===== src/rtl/fb_capture_ctrl_pkg.sv =====
// fb_capture_ctrl_pkg: shared frame geometry defaults and capture FSM encoding
package fb_capture_ctrl_pkg;

    localparam int c_img_cols_dflt = 160;
    localparam int c_img_rows_dflt = 120;
    localparam int c_nb_buf_dflt   = 12;

    typedef enum logic [1:0] {
        IDLE,
        ARM,
        WAIT_SOF,
        CAPTURE
    } fb_state_e;

endpackage


===== src/rtl/sig_edge_det.sv =====
// sig_edge_det: one-cycle delay register with rise/fall strobes
module sig_edge_det (
    input  logic clk,
    input  logic rst,
    input  logic sig_i,
    output logic rise_o,
    output logic fall_o
);

    logic sig_q;

    // remember last cycle's level so edges can be seen against it
    always_ff @(posedge clk) begin
        if (rst) sig_q <= 1'b0;
        else     sig_q <= sig_i;
    end

    assign rise_o = sig_i & ~sig_q;
    assign fall_o = ~sig_i & sig_q;

endmodule


===== src/rtl/fb_capture_ctrl.sv =====
// fb_capture_ctrl: turns a camera pixel stream into frame buffer write strobes
module fb_capture_ctrl
    import fb_capture_ctrl_pkg::*;
#(
    parameter  int c_img_cols    = c_img_cols_dflt,
    parameter  int c_img_rows    = c_img_rows_dflt,
    parameter  int c_nb_buf      = c_nb_buf_dflt,
    localparam int c_img_pxls    = c_img_cols * c_img_rows,
    localparam int c_nb_img_pxls = $clog2(c_img_pxls),
    localparam int c_nb_cols     = $clog2(c_img_cols + 1),
    localparam int c_nb_rows     = $clog2(c_img_rows + 1)
) (
    input  logic                     clk,
    input  logic                     rst,
    input  logic                     start,
    input  logic                     continuous,
    input  logic                     vsync,
    input  logic                     href,
    input  logic                     pxl_vld,
    input  logic [c_nb_buf-1:0]      pxl_rgb,
    output logic                     fb_wea,
    output logic [c_nb_img_pxls-1:0] fb_addra,
    output logic [c_nb_buf-1:0]      fb_dina,
    output logic                     busy,
    output logic                     frame_done,
    output logic                     frame_err
);

    localparam logic [c_nb_cols-1:0] c_cols_w = c_nb_cols'(c_img_cols);
    localparam logic [c_nb_rows-1:0] c_rows_w = c_nb_rows'(c_img_rows);

    logic vsync_rise, vsync_fall, href_fall, href_rise_unused;

    sig_edge_det u_vsync_edge (
        .clk    (clk),
        .rst    (rst),
        .sig_i  (vsync),
        .rise_o (vsync_rise),
        .fall_o (vsync_fall)
    );

    sig_edge_det u_href_edge (
        .clk    (clk),
        .rst    (rst),
        .sig_i  (href),
        .rise_o (href_rise_unused),
        .fall_o (href_fall)
    );

    fb_state_e               state_q;
    logic [c_nb_img_pxls-1:0] addr_q;
    logic [c_nb_cols-1:0]     col_q;
    logic [c_nb_rows-1:0]     row_q;
    logic                     err_q;

    logic                 pxl_acc, in_range, err_d, frame_ok;
    logic [c_nb_rows-1:0] row_d, row_eff;

    // row end is resolved before frame end so a coincident href fall counts
    assign pxl_acc  = (state_q == CAPTURE) & href & pxl_vld & ~vsync;
    assign in_range = (col_q < c_cols_w) & (row_q < c_rows_w);
    assign row_d    = (row_q == c_rows_w) ? row_q : row_q + 1'b1;
    assign row_eff  = href_fall ? row_d : row_q;
    assign err_d    = err_q | (href_fall & (col_q != c_cols_w));
    assign frame_ok = (row_eff == c_rows_w) & ~err_d;

    // capture FSM with frame counters and registered write-port outputs
    always_ff @(posedge clk) begin
        if (rst) begin
            state_q    <= IDLE;
            addr_q     <= '0;
            col_q      <= '0;
            row_q      <= '0;
            err_q      <= 1'b0;
            fb_wea     <= 1'b0;
            fb_addra   <= '0;
            fb_dina    <= '0;
            busy       <= 1'b0;
            frame_done <= 1'b0;
            frame_err  <= 1'b0;
        end else begin
            fb_wea     <= 1'b0;
            frame_done <= 1'b0;
            frame_err  <= 1'b0;
            case (state_q)
                IDLE: if (start) begin
                    state_q <= ARM;
                    busy    <= 1'b1;
                end
                ARM: if (vsync) state_q <= WAIT_SOF;
                WAIT_SOF: if (vsync_fall) begin
                    state_q <= CAPTURE;
                    addr_q  <= '0;
                    col_q   <= '0;
                    row_q   <= '0;
                    err_q   <= 1'b0;
                end
                CAPTURE: begin
                    if (pxl_acc && in_range) begin
                        fb_wea   <= 1'b1;
                        fb_addra <= addr_q;
                        fb_dina  <= pxl_rgb;
                        addr_q   <= addr_q + 1'b1;
                        col_q    <= col_q + 1'b1;
                    end
                    if (pxl_acc && !in_range) err_q <= 1'b1;
                    if (href_fall) begin
                        col_q <= '0;
                        row_q <= row_d;
                        err_q <= err_d;
                    end
                    if (vsync_rise) begin
                        frame_done <= frame_ok;
                        frame_err  <= ~frame_ok;
                        state_q    <= continuous ? WAIT_SOF : IDLE;
                        busy       <= continuous;
                    end
                end
                default: state_q <= IDLE;
            endcase
        end
    end

endmodule


===== config.mk =====
export PLATFORM = sky130hd
export DESIGN_NAME = fb_capture_ctrl
export DESIGN_NICKNAME = d
export VERILOG_FILES = /design/src/rtl/fb_capture_ctrl_pkg.sv /design/src/rtl/sig_edge_det.sv /design/src/rtl/fb_capture_ctrl.sv
export SDC_FILE = /design/constraint.sdc
export NUM_CORES = 1
export LEC_CHECK = 0
export ABC_AREA = 1
export BUFFER_PORTS_ARGS = -buffer_cell sky130_fd_sc_hd__buf_4
export CAP_MARGIN = 15
export CORE_ASPECT_RATIO = 0.6
export CORE_MARGIN = 3
export CORE_UTILIZATION = 50
export DETAILED_ROUTE_END_ITERATION = 6
export PLACE_DENSITY_LB_ADDON = 0.05
export SLEW_MARGIN = 20
export SYNTH_ARGS = -nofsm -noshare
export SYNTH_HDL_FRONTEND = slang
export SYNTH_SLANG_ARGS = --single-unit

===== constraint.sdc =====
create_clock -name clk -period 1.3 [get_ports clk]
set_clock_uncertainty 0.05 [all_clocks]
set_input_delay 0.26 -clock clk [delete_from_list [all_inputs] [get_ports clk]]
set_output_delay 0.26 -clock clk [all_outputs]
set_load 0.05 [all_outputs]

==> results.yml <==
cts:
  clock_path_buffers: 2
  cts_tree: "done"
  clockRootBuffer: "clkbuf_8"
  cts.sink_count: 66
  cts.htree.levels: 3
  clock_latency_ns: 0.37
  cts_made_buffers: 9
  clk_pin_slew_worst_paths_ns: 0.08
routing:
  vias: 4337
  met1Wirelength_um: 5620
  met2_length_um: 6760
  drt_pre_antenna_iters: 7
  wl_per_cell_um: 22.9
  top_layer: "met4"
  antenna_left: 0
  drt_iter0_markers: 714
  routed_wirelength_um: 15500
  vias_per_cell: 6.41
  met3_length_um: 2150
  drc_errors: 0
synthesis:
  ys_types: 34
  syn-num-nets: 480
  ys_ff_latch: 66
  yosys-top-cells-area: "dfxtp_1 41%, nor2_1 11%, nand2_1 9.1%"
  avgSynthCellArea_sq_um: 7.08
  yosysTopAreaCell: "dfxtp_1"
  ys.flop_type: "dfxtp_1"
  synth-edff-count: 0
  synth.top_cell.area_share: 0.409
  async_flop_share: 0
  synthesis.area_sq_um: 3230
  ys_seq_area_frac: 0.409
  syn_inst: 456
  yosysWarnings: 0
sta:
  finalWorstSetupSlack_ns: -0.438
  min_period_ns: 1.74
  min_period_over_period: 1.34
  rsz0062_at_grt: "yes"
  setup_viol: 62
  slew_headroom: 0.774
  finalSetupTns_ns: -12.72
  worst_pin_slew_ns: 0.339
  maxSlewViolCount: 0
  fmax_mhz: 576
  timing.hold.ws_ns: 0.0853
  hold_viol: 0
cells_and_area:
  fin_cells: 677
  final.fill_count: 211
  drive_gt1_frac: 0.553
  area_delta_synth_final_pct: 67.9
  layout_common_cells: "115 x buf_4, 78 x nor2_1, 50 x nand2_1"
  final_common_cell: "buf_4"
  stdcell_area_sq_um: 5420
  regArea_sq_um: 1360
  multiInputGateArea_sq_um: 2210
  finalNetCount: 616
  antenna_cells: 0
setup_path:
  cp.arrival_ns: 1.95
  cp-start-kind: "flip-flop"
  timing.critical_path.buf_inv: 2
  path_class: "flip-flop to flip-flop"
  crit_path_start: "col_q[6]$_SDFFE_PP0P_"
  path_delay_family: "simple AND/OR/NAND/NOR gates"
  crit_required_ns: 1.51
  cp_max_fo: 4
  reg2reg_from: "col_q[6]$_SDFFE_PP0P_"
  end_kind: "flip-flop"
  worstPathCellList: "buf_4 -> inv_1 -> nand2_1 -> nor2_1 -> nand2_1 -> nand2_2 -> nand2_2 -> nor2_2 -> nand3_2 -> nor2_1 -> nor2_1"
  cp_common_cell: "nor2_1"
  slowest_stage: "dfxtp_2"
  critPathMaxStageDelay_ns: 0.34
placed_design:
  placed_area_sq_um: 4140
  place_inst: 633
  dp_hpwl_um: 6410
  port_buffers: 49
  place_congestion: 0.915
power_and_ir_drop:
  ir_drop_v: 0.000919
  powerDensity_nw_per_um2: 1170
  leakage_nw: 2.21
  p_total_mw: 6.34
global_route:
  grt_pass1_vias: 3383
  grt_overflow: 0
  antenna_found_initial: 0
  grt_max_degree: 30
  grt_pass1_wl_um: 17000
  grt_use_total: 0.302
outcome:
  violations: "setup timing"
  status: "complete, but fails checks"
floorplanning:
  row_count: 21
  coreArea_sq_um: 5910
  dieArea_sq_um: 7490
  die_h_um: 68.3
  die_x_um: 110
  ios: 50
  initial_utilization: 0.546
flow_run:
  timing.max_cap.violations: 0
worst_hold_path:
  min_from: "pxl_rgb[9]"
  min_path_type: "primary input to flip-flop"
## kinds of logic after synthesis
| logic type | synth area share |
|---|---|
| buffers and inverters | 0.0782 |
| AO/OA/AOI/OAI | 0.136 |
| XOR/XNOR | 0.0217 |
| AND/OR/NAND/NOR | 0.335 |
| flip-flops | 0.409 |
| adder cells (fa/ha/maj) | 0.0194 |
## report_power, final
group / switching, mW / internal (mW) / total [mW]
sequential: 0.0763 / 2.10 / 2.17
combinational: 1.21 / 0.700 / 1.91
clock: 0.924 / 1.33 / 2.26
total: 2.21 / 4.13 / 6.34
## worst reg2reg max path: stages (launching register included)
cell,delay [ns]
dfxtp_2,0.34
buf_4,0.15
inv_1,0.06
nand2_1,0.06
nor2_1,0.16
nand2_1,0.15
nand2_2,0.12
nand2_2,0.06
nor2_2,0.12
nand3_2,0.10
nor2_1,0.18
nor2_1,0.08
## sequential cells by signal (all words and copies together) (netlist names)
name	flops
err_q	1
frame_err	1
state_q	2
col_q	8
u_vsync_edge.sig_q	1
u_href_edge.sig_q	1
addr_q	15
fb_wea	1
fb_addra	15
row_q	7
busy	1
fb_dina	12
frame_done	1
## path summary, 6_finish.rpt
kind         depth (start not counted)  slack, ns                      end
min                                  3       0.09  fb_dina[9]$_SDFFE_PP0P_
max                                 11      -0.44     frame_err$_SDFF_PP0_
max reg2reg                         11      -0.44     frame_err$_SDFF_PP0_
min reg2reg                          2       0.45        busy$_SDFFE_PP0P_
## synth_stat cells (2+ instances only)
cell,count
nand2_1,78
nand4_1,8
dfxtp_1,66
clkinv_1,2
a21oi_1,28
ha_1,5
clkbuf_1,7
inv_1,34
o21ai_0,35
nor3_1,6
nor2_2,2
nand3_1,26
inv_2,6
buf_2,4
nand3_2,3
nor2_4,2
o22ai_1,2
xor2_1,8
nor2_1,97
a21oi_2,11
nand2_2,13
## layer usage
| layer | global-route usage | vias up |
|---|---|---|
| met4 | 0.115 | 0 |
| met3 | 0.0792 | 131 |
| met2 | 0.475 | 439 |
| li1 | - | 1739 |
| met1 | 0.401 | 2028 |
| met5 | 0 | - |
## repair_timing
item	in CTS	in global routing
setup endpoints to repair	59	62
pin swaps	51	39
gates resized for setup	102	117
buffers inserted	13	8
cloned	5	3
hold buffers	0	0
## layout make-up
| class | count | share of cell area |
|---|---|---|
| Multi-Input combinational cell | 332 | 0.408 |
| Sequential cell | 66 | 0.251 |
| Timing Repair Buffer | 139 | 0.237 |
| Inverter | 43 | 0.0362 |
| Clock buffer | 10 | 0.0254 |
| Clock inverter | 6 | 0.0208 |
| Tap cell | 80 | 0.0185 |
| Timing Repair inverter | 1 | 0.00300 |
## stage by stage
step                 util  setup WS, ns
detailed placement  0.701        -0.222
CTS                 0.831        -0.147
global route        0.917        -0.469
global placement    0.701        -0.240
finish              0.917        -0.438
floorplan               -       -0.0237
(Power assumes the default switching activity.)
